### src/rtl/nn_job_ctrl.sv
// Inference job sequencer: one frame at a time from UDP RX through pixel load,
// NN compute and TX reply, with a load/compute watchdog and saturating debug counters.
module nn_job_ctrl #(
  parameter int unsigned TIMEOUT_CYCLES = 4096,
  parameter int unsigned RESULT_W       = 4
) (
  input  logic                ACLK,
  input  logic                ARESET,
  input  logic                RX_FRAME_VALID,
  output logic                LOAD_START,
  input  logic                LOAD_DONE,
  input  logic [31:0]         META_IP,
  input  logic [47:0]         META_MAC,
  input  logic [15:0]         META_PORT,
  output logic                NN_START,
  input  logic                NN_DONE,
  input  logic [RESULT_W-1:0] NN_RESULT,
  output logic                TX_VALID,
  input  logic                TX_READY,
  output logic [31:0]         TX_IP,
  output logic [47:0]         TX_MAC,
  output logic [15:0]         TX_PORT,
  output logic [RESULT_W-1:0] TX_RESULT,
  output logic                BUSY,
  output logic                ERR_TIMEOUT,
  output logic [15:0]         FRAMES_DONE,
  output logic [15:0]         FRAMES_DROPPED,
  output logic [15:0]         TIMEOUTS
);

  typedef enum logic [1:0] {
    S_IDLE    = 2'd0,
    S_LOAD    = 2'd1,
    S_COMPUTE = 2'd2,
    S_REPLY   = 2'd3
  } state_t;

  localparam logic [19:0] WD_LAST = 20'(TIMEOUT_CYCLES - 32'd1);

  function automatic logic [15:0] sat_inc(input logic [15:0] v);
    sat_inc = (v == 16'hFFFF) ? v : v + 16'd1;
  endfunction

  state_t                state_q, state_d;
  logic [19:0]           wd_q, wd_d;
  logic [31:0]           ip_q, ip_d;
  logic [47:0]           mac_q, mac_d;
  logic [15:0]           port_q, port_d;
  logic [RESULT_W-1:0]   res_q, res_d;
  logic                  nn_start_q, nn_start_d;
  logic                  tx_valid_q, tx_valid_d;
  logic                  err_q, err_d;
  logic [15:0]           done_q, done_d;
  logic [15:0]           drop_q, drop_d;
  logic [15:0]           to_q, to_d;
  logic                  wd_expired_s;

  assign wd_expired_s = (wd_q == WD_LAST);

  // Next-state decode; the watchdog defaults to zero so every transition clears it.
  always_comb begin
    state_d    = state_q;
    wd_d       = 20'd0;
    ip_d       = ip_q;
    mac_d      = mac_q;
    port_d     = port_q;
    res_d      = res_q;
    nn_start_d = 1'b0;
    tx_valid_d = 1'b0;
    err_d      = 1'b0;
    done_d     = done_q;
    to_d       = to_q;
    if (RX_FRAME_VALID && (state_q != S_IDLE)) begin
      drop_d = sat_inc(drop_q);
    end else begin
      drop_d = drop_q;
    end
    case (state_q)
      S_IDLE: begin
        if (RX_FRAME_VALID) begin
          state_d = S_LOAD;
        end else begin
          state_d = S_IDLE;
        end
      end
      S_LOAD: begin
        // A completion in the expiry cycle takes priority over the abort.
        if (LOAD_DONE) begin
          ip_d       = META_IP;
          mac_d      = META_MAC;
          port_d     = META_PORT;
          nn_start_d = 1'b1;
          state_d    = S_COMPUTE;
        end else if (wd_expired_s) begin
          err_d   = 1'b1;
          to_d    = sat_inc(to_q);
          state_d = S_IDLE;
        end else begin
          wd_d = wd_q + 20'd1;
        end
      end
      S_COMPUTE: begin
        if (NN_DONE) begin
          res_d      = NN_RESULT;
          tx_valid_d = 1'b1;
          state_d    = S_REPLY;
        end else if (wd_expired_s) begin
          err_d   = 1'b1;
          to_d    = sat_inc(to_q);
          state_d = S_IDLE;
        end else begin
          wd_d = wd_q + 20'd1;
        end
      end
      S_REPLY: begin
        if (TX_READY) begin
          done_d  = sat_inc(done_q);
          state_d = S_IDLE;
        end else begin
          tx_valid_d = 1'b1;
        end
      end
      default: begin
        state_d = S_IDLE;
      end
    endcase
  end

  // Single state/output register bank.
  always_ff @(posedge ACLK or negedge ARESET) begin
    if (!ARESET) begin
      state_q    <= S_IDLE;
      wd_q       <= 20'd0;
      ip_q       <= 32'd0;
      mac_q      <= 48'd0;
      port_q     <= 16'd0;
      res_q      <= '0;
      nn_start_q <= 1'b0;
      tx_valid_q <= 1'b0;
      err_q      <= 1'b0;
      done_q     <= 16'd0;
      drop_q     <= 16'd0;
      to_q       <= 16'd0;
    end else begin
      state_q    <= state_d;
      wd_q       <= wd_d;
      ip_q       <= ip_d;
      mac_q      <= mac_d;
      port_q     <= port_d;
      res_q      <= res_d;
      nn_start_q <= nn_start_d;
      tx_valid_q <= tx_valid_d;
      err_q      <= err_d;
      done_q     <= done_d;
      drop_q     <= drop_d;
      to_q       <= to_d;
    end
  end

  // The buffer must see the strobe in the same cycle the RX pulse arrives.
  assign LOAD_START     = RX_FRAME_VALID && (state_q == S_IDLE);
  assign NN_START       = nn_start_q;
  assign TX_VALID       = tx_valid_q;
  assign TX_IP          = ip_q;
  assign TX_MAC         = mac_q;
  assign TX_PORT        = port_q;
  assign TX_RESULT      = res_q;
  assign BUSY           = (state_q != S_IDLE);
  assign ERR_TIMEOUT    = err_q;
  assign FRAMES_DONE    = done_q;
  assign FRAMES_DROPPED = drop_q;
  assign TIMEOUTS       = to_q;

endmodule
### config.mk
export PLATFORM = sky130hd
export DESIGN_NAME = nn_job_ctrl
export DESIGN_NICKNAME = d
export VERILOG_FILES = /design/src/rtl/nn_job_ctrl.sv
export SDC_FILE = /design/constraint.sdc
export NUM_CORES = 1
export LEC_CHECK = 0
export CAP_MARGIN = 25
export CORE_MARGIN = 10
export CORE_UTILIZATION = 45
export CTS_CLUSTER_DIAMETER = 100
export DETAILED_ROUTE_END_ITERATION = 8
export PLACE_DENSITY = 0.81
export SKIP_LAST_GASP = 1
export SLEW_MARGIN = 20
export SYNTH_ARGS = -nofsm -noshare
export SYNTH_HDL_FRONTEND = slang
export SYNTH_SLANG_ARGS = --single-unit
### constraint.sdc
create_clock -name ACLK -period 2.6 [get_ports ACLK]
set_input_delay 0.52 -clock ACLK [delete_from_list [all_inputs] [get_ports ACLK]]
set_output_delay 0.52 -clock ACLK [all_outputs]
set_load 0.02 [all_outputs]
==> impl_metrics.json, run 1 <==
{
  "outcome": "complete, no violations",
  "cts_made_buffers": 17,
  "fmax_mhz": 400,
  "synth-simple-area-share_pct": 11.1,
  "drc": 0,
  "slew_viol_final": 0,
  "synth_top_family_by_area": "multiplexers",
  "hold_path.class": "in -> async",
  "syn_area_um2": 7160,
  "dp_hpwl_mm": 16.2,
  "comb_power_share_pct": 42.1,
  "row_count": 46,
  "cp.required_ps": 2080,
  "tritoncts": "yes",
  "cts_root_buf": "clkbuf_16",
  "p_int_uw": 7810,
  "grt_pass1_wl_mm": 32.6,
  "synth_edf_count": 0,
  "port_buffers": 258,
  "maxCapViolCount": 0,
  "post-route-min-period_ps": 2500,
  "start_util_pct": 45.5,
  "grt_pass1_vias": 5649,
  "vias_per_cell": 5.06,
  "critical_path.max_fanout": 7,
  "design_area_um2": 10700,
  "timing.rr.start": "wd_q[0]",
  "syn_to_final_growth_pct": 49.1,
  "gp_congestion": 0.847,
  "syn_inst": 543,
  "worst_pin_slew_ps": 693,
  "switching_power_uw": 3880,
  "io_pins": 259,
  "finalWirelength_mm": 20.7,
  "synth.area.mux_share_pct": 16.3,
  "powerDensity_nw_per_um2": 1100,
  "drt_iter0_drc": 308,
  "yosys_warnings": 0,
  "cts.clk_slew.worst_paths_ps": 60,
  "num_vias": 5273,
  "clk_latency_ps": 420,
  "track_usage_pct": 19.2,
  "yosys.area_share.adder_pct": 1.40,
  "synth-compound-area-share_pct": 1.98,
  "endpoint_kind": "primary output",
  "yosysSeqAreaShare_pct": 60.5,
  "cp.arrival_ps": 1980,
  "yosysUniqueCellTypes": 41,
  "antenna_cells": 0,
  "r2r_cells": 6,
  "power_frac_seq_pct": 35.4,
  "place_ws_ps": 227,
  "grt_antenna_before_repair": 0,
  "synth-seq-cells": 173,
  "layout_setup_ws_ps": 97.2,
  "gr-total-overflow": 0,
  "ir_drop_mv": 0.619,
  "crit_type": "reg -> out",
  "clock_path_buffers": 2,
  "die_w_um": 146,
  "clkPwrFrac_pct": 22.4,
  "wire_per_inst_um": 19.9,
  "rsz0062_at_grt": "no",
  "post_cts_buffers": 0,
  "startpoint_type": "flop",
  "drtPass1Iterations": 4,
  "syn-num-nets": 657,
  "r2r-end": "wd_q[7]",
  "dpl_cell_area_um2": 10100,
  "syn_avg_cell_area_um2": 13.2,
  "fp.coreArea_um2": 15700,
  "die_h_um": 146,
  "max_slew_margin_pct": 53.4,
  "synthFlopType": "dfrtp_1",
  "final_cell_mix": "clkdlybuf4s50_1, dfrtp_1, mux2_2",
  "finalSetupViolCount": 0,
  "rrSetupSlack_ps": 410,
  "synth_async_sr_flop_share_pct": 100,
  "die_area_um2": 21300,
  "p_sw_share_pct": 33.2,
  "grt_start_max_net_pins": 68,
  "crit_start": "state_q[0]",
  "setup-tns-final_ps": 0,
  "synth-xor-area-share_pct": 7.22,
  "fin_nets": 929,
  "drive_gt1_share_pct": 18.3,
  "clock-sinks": 173,
  "setup.worst_path.end": "LOAD_START",
  "hold_viol_final": 0,
  "post-route-period-util_pct": 96.3,
  "hold_ws_ps": 76.2,
  "p_leak_uw": 0.00444,
  "ant_nets": 0,
  "h-tree-depth": 4,
  "mostFrequentLayoutCell": "clkdlybuf4s50_1",
  "skew_ps": 7.01
}
cells in the mapped netlist (4+ instances only):
cell type | number | area (um^2)
dfrtp_1 | 173 | 4330
mux2_2 | 102 | 1150
nor2_1 | 41 | 154
xnor2_1 | 36 | 315
nand2_1 | 29 | 109
nand3_1 | 24 | 120
xor2_1 | 23 | 201
nand4_1 | 17 | 106
and3_1 | 10 | 62.6
inv_1 | 10 | 37.5
clkbuf_1 | 8 | 30.0
ha_1 | 8 | 100
nor3_1 | 8 | 40.0
and4_1 | 6 | 52.6
a31oi_1 | 4 | 25.0
buf_2 | 4 | 20.0
nor2b_1 | 4 | 25.0
power groups by stage:
stage / Sequential (uW) / Combinational (uW) / Clock, uW
after floorplan: 5190 / 1340 / 0
after global placement: 4110 / 4860 / 0
after detailed placement: 4180 / 4980 / 0
after CTS: 4150 / 5000 / 2670
after global routing: 4250 / 5180 / 2780
final: 4140 / 4920 / 2620
cell families (layout without fill, tap and decap cells):
family                   after synthesis  in the layout
flip-flops                           173            173
multiplexers                         104            104
XOR/XNOR                              59             59
adder cells (fa/ha/maj)                8              8
buffers and inverters                 26            309
AND/OR/NAND/NOR                      153            153
AO/OA/AOI/OAI                         20             20
layer usage:
layer	vias up	wire [um]	global-route usage, %
li1	2434	-	-
met1	2621	8330	21.8
met2	201	10900	34.1
met3	17	1250	5.59
met4	0	257	5.66
met5	-	0	0
worst min-delay path by stage:
stage	start	end	slack, ps	cells past startpoint
floorplan	ARESET	ERR_TIMEOUT	220	0
global placement	wd_q[0]	wd_q[0]	450	1
detailed placement	wd_q[0]	wd_q[0]	460	1
CTS	ARESET	FRAMES_DROPPED[9]	90	1
global route	ARESET	FRAMES_DROPPED[14]	110	1
finish	ARESET	FRAMES_DROPPED[14]	80	1
flip-flops by register name, summed over array words and instances, names as in the netlist:
register / cells
TX_IP: 32
wd_q: 20
TX_MAC: 48
TX_PORT: 16
TX_RESULT: 4
ERR_TIMEOUT: 1
TIMEOUTS: 16
NN_START: 1
FRAMES_DONE: 16
state_q: 2
TX_VALID: 1
FRAMES_DROPPED: 16
cell type report:
cell class	instances	area, um^2
clock buffer	22	464
clock inverter	8	140
fill	1147	5040
inverter	10	37.5
multi-input combinational	344	2730
sequential	173	4330
tap	216	270
timing repair buffer	269	2700
critical path: stages, from the launching register on:
cell and delay (ps):
dfrtp_1 430, inv_1 110, ha_2 250, and2_1 160, clkdlybuf4s50_1 610
metrics by stage:
step	utilization (%)	instances	total power, uW
final	67.9	1042	11700
after CTS	67.9	1042	11800
after global routing	67.9	1042	12200
after global placement	64.0	1012	8970
after floorplan	-	543	6520
after detailed placement	64.0	1012	9160
timing repair:
| item | CTS | global route |
|---|---|---|
| hold buffers | 0 | 0 |
| gates resized for setup | 0 | 1 |
| endpoints found under the setup margin | 0 | 1 |
| hold endpoints to repair | 0 | 0 |
(Power assumes the default switching activity.)
==> run 2: changes to the inputs <==
--- a/config.mk
+++ b/config.mk
@@ -9,6 +9,7 @@
 export CORE_MARGIN = 10
 export CORE_UTILIZATION = 45
 export CTS_CLUSTER_DIAMETER = 100
+export CTS_CLUSTER_SIZE = 40
 export DETAILED_ROUTE_END_ITERATION = 8
 export PLACE_DENSITY = 0.81
 export SKIP_LAST_GASP = 1
==> results of run 2 <==
Same layout as run 1: the final DEF is identical, and so are final timing and power.
==> run 3: changes to the inputs <==
--- a/config.mk
+++ b/config.mk
@@ -6,12 +6,13 @@
 export NUM_CORES = 1
 export LEC_CHECK = 0
 export CAP_MARGIN = 25
+export CORE_ASPECT_RATIO = 0.9
 export CORE_MARGIN = 10
-export CORE_UTILIZATION = 45
+export CORE_UTILIZATION = 41
 export CTS_CLUSTER_DIAMETER = 100
 export CTS_CLUSTER_SIZE = 40
 export DETAILED_ROUTE_END_ITERATION = 8
-export PLACE_DENSITY = 0.81
+export PLACE_DENSITY = 0.77
 export SKIP_LAST_GASP = 1
 export SLEW_MARGIN = 20
 export SYNTH_ARGS = -nofsm -noshare
==> constraint.sdc (replaced) <==
create_clock -name ACLK -period 2.3 [get_ports ACLK]
set_input_delay 0.46 -clock ACLK [delete_from_list [all_inputs] [get_ports ACLK]]
set_output_delay 0.46 -clock ACLK [all_outputs]
set_load 0.02 [all_outputs]
==> run 3 against run 2 <==
Sequential power increased by 13%. Sequential share of layout area decreased by 0.15 points. Critical path depth increased by 1. Critical endpoint is now BUSY.
==> impl_metrics.json, run 3 (same netlist as run 1, synthesis figures left out) <==
{
  "gp_congestion": 0.830,
  "h-tree-depth": 4,
  "multi_input_area_um2": 2730,
  "powerDensity_nw_per_um2": 1220,
  "startpoint_type": "flop",
  "hold_viol_final": 0,
  "crit_start": "state_q[0]",
  "clkPwrFrac_pct": 21.4,
  "grt_start_max_net_pins": 55,
  "p_int_uw": 8410,
  "cts_made_buffers": 17,
  "layout_setup_ws_ps": 159,
  "cts_root_buf": "clkbuf_16",
  "row_count": 45,
  "crit_type": "reg -> out",
  "max_slew_margin_pct": 56.5,
  "p_leak_uw": 0.00444,
  "drive_gt1_share_pct": 18.7,
  "mostFrequentLayoutCell": "clkdlybuf4s50_1",
  "layoutNonFillerInstCount": 1064,
  "hold_path.class": "reg -> reg",
  "cp.arrival_ps": 1680,
  "final_cell_mix": "clkdlybuf4s50_1, dfrtp_1, mux2_2",
  "worst_pin_slew_ps": 647,
  "cts.clk_slew.worst_paths_ps": 70,
  "drtPass1Iterations": 5,
  "tritoncts": "yes",
  "ir_drop_mv": 0.901,
  "die_area_um2": 23100,
  "design_area_um2": 10700,
  "regArea_um2": 4330,
  "finalWirelength_mm": 21.0,
  "syn_to_final_growth_pct": 49.7,
  "gr-total-overflow": 0,
  "maxCapViolCount": 0,
  "place_ws_ps": 49.3,
  "post-route-period-util_pct": 93.1,
  "post-route-min-period_ps": 2140,
  "finalSetupViolCount": 0,
  "drt_iter0_drc": 285,
  "largest_reg_flops": 48,
  "wire_per_inst_um": 19.8,
  "num_vias": 5212,
  "switching_power_uw": 4610,
  "grt_pass1_wl_mm": 33.2,
  "clock_path_buffers": 2,
  "die_h_um": 145,
  "fill_cells": 1246,
  "drc": 0,
  "timing.rr.start": "wd_q[0]",
  "rrSetupSlack_ps": 170,
  "fmax_mhz": 467,
  "skew_ps": 13.5,
  "cp.required_ps": 1840,
  "vias_per_cell": 4.90,
  "critical_path.max_fanout": 5,
  "p_sw_share_pct": 35.4,
  "endpoint_kind": "primary output",
  "track_usage_pct": 18.3,
  "dpl_cell_area_um2": 10100,
  "fp.coreArea_um2": 17000,
  "rsz0062_at_grt": "yes",
  "fin_nets": 930,
  "dp_hpwl_mm": 16.4,
  "clk_latency_ps": 430,
  "worstHoldStart": "TIMEOUTS[10]",
  "clock-sinks": 173,
  "io_pins": 259,
  "dp.cells": 1031,
  "start_util_pct": 42.1,
  "power_frac_seq_pct": 35.7,
  "slew_viol_final": 0,
  "comb_power_share_pct": 42.8,
  "power_uw": 13000,
  "die_w_um": 159,
  "grt_antenna_before_repair": 0,
  "antenna_cells": 0,
  "hold_ws_ps": 490,
  "ant_nets": 0,
  "grt_pass1_vias": 5450,
  "port_buffers": 258,
  "outcome": "complete, no violations"
}
==> run 3: final cells by class <==
type                    count  share of cell area (%)
repair buffers            270                    25.6
flip-flops and latches    173                    40.4
clock buffers              18                    4.01
inverters                  10                   0.351
clock inverters            14                    1.41
well taps                 235                    2.75
multi-input cells         344                    25.5
==> run 3: power by group through the flow <==
stage	logic (uW)	registers, uW	clock network [uW]
after floorplan	1510	5860	0
after global placement	5570	4640	0
after detailed placement	5670	4720	0
after CTS	5680	4660	2860
after global routing	5890	4800	2990
final	5580	4660	2790
==> run 3: path summary, 6_finish.rpt <==
| kind | to | depth (start not counted) |
|---|---|---|
| setup / recovery | BUSY | 5 |
| hold / removal | TIMEOUTS[10] | 1 |
| setup reg to reg | TIMEOUTS[15] | 6 |
| hold reg to reg | TIMEOUTS[10] | 1 |
| max in group asynchronous | FRAMES_DONE[1] | 3 |
| min in group asynchronous | TX_MAC[11] | 2 |
==> run 3: what timing repair did <==
item | in CTS | in global routing
endpoints found under the setup margin | 2 | 22
setup buffers | 0 | 0
hold endpoints to repair | 15 | 0
hold buffers | 1 | 0
resized for setup | 2 | 3
==> run 3: critical path, cell delays in order (launching register included) <==
cell,delay (ps)
dfrtp_1,420
inv_1,90
ha_1,250
buf_4,170
inv_1,50
clkdlybuf4s15_1,300
==> run 3: per-layer routing <==
layer | global-route usage (%) | share of wire [%] | vias to the layer above
met2 | 31.8 | 52 | 153
met3 | 5.79 | 5.0 | 17
met4 | 4.72 | 1.5 | 0
met5 | 0 | 0 | -
li1 | - | - | 2452
met1 | 21.5 | 41 | 2590
==> run 3: metrics by stage <==
step	TNS, ps	utilization (%)
after floorplan	0	-
after global placement	0	59.5
after detailed placement	0	59.5
after CTS	0	62.9
after global routing	-7.41	63.0
final	0	63.0
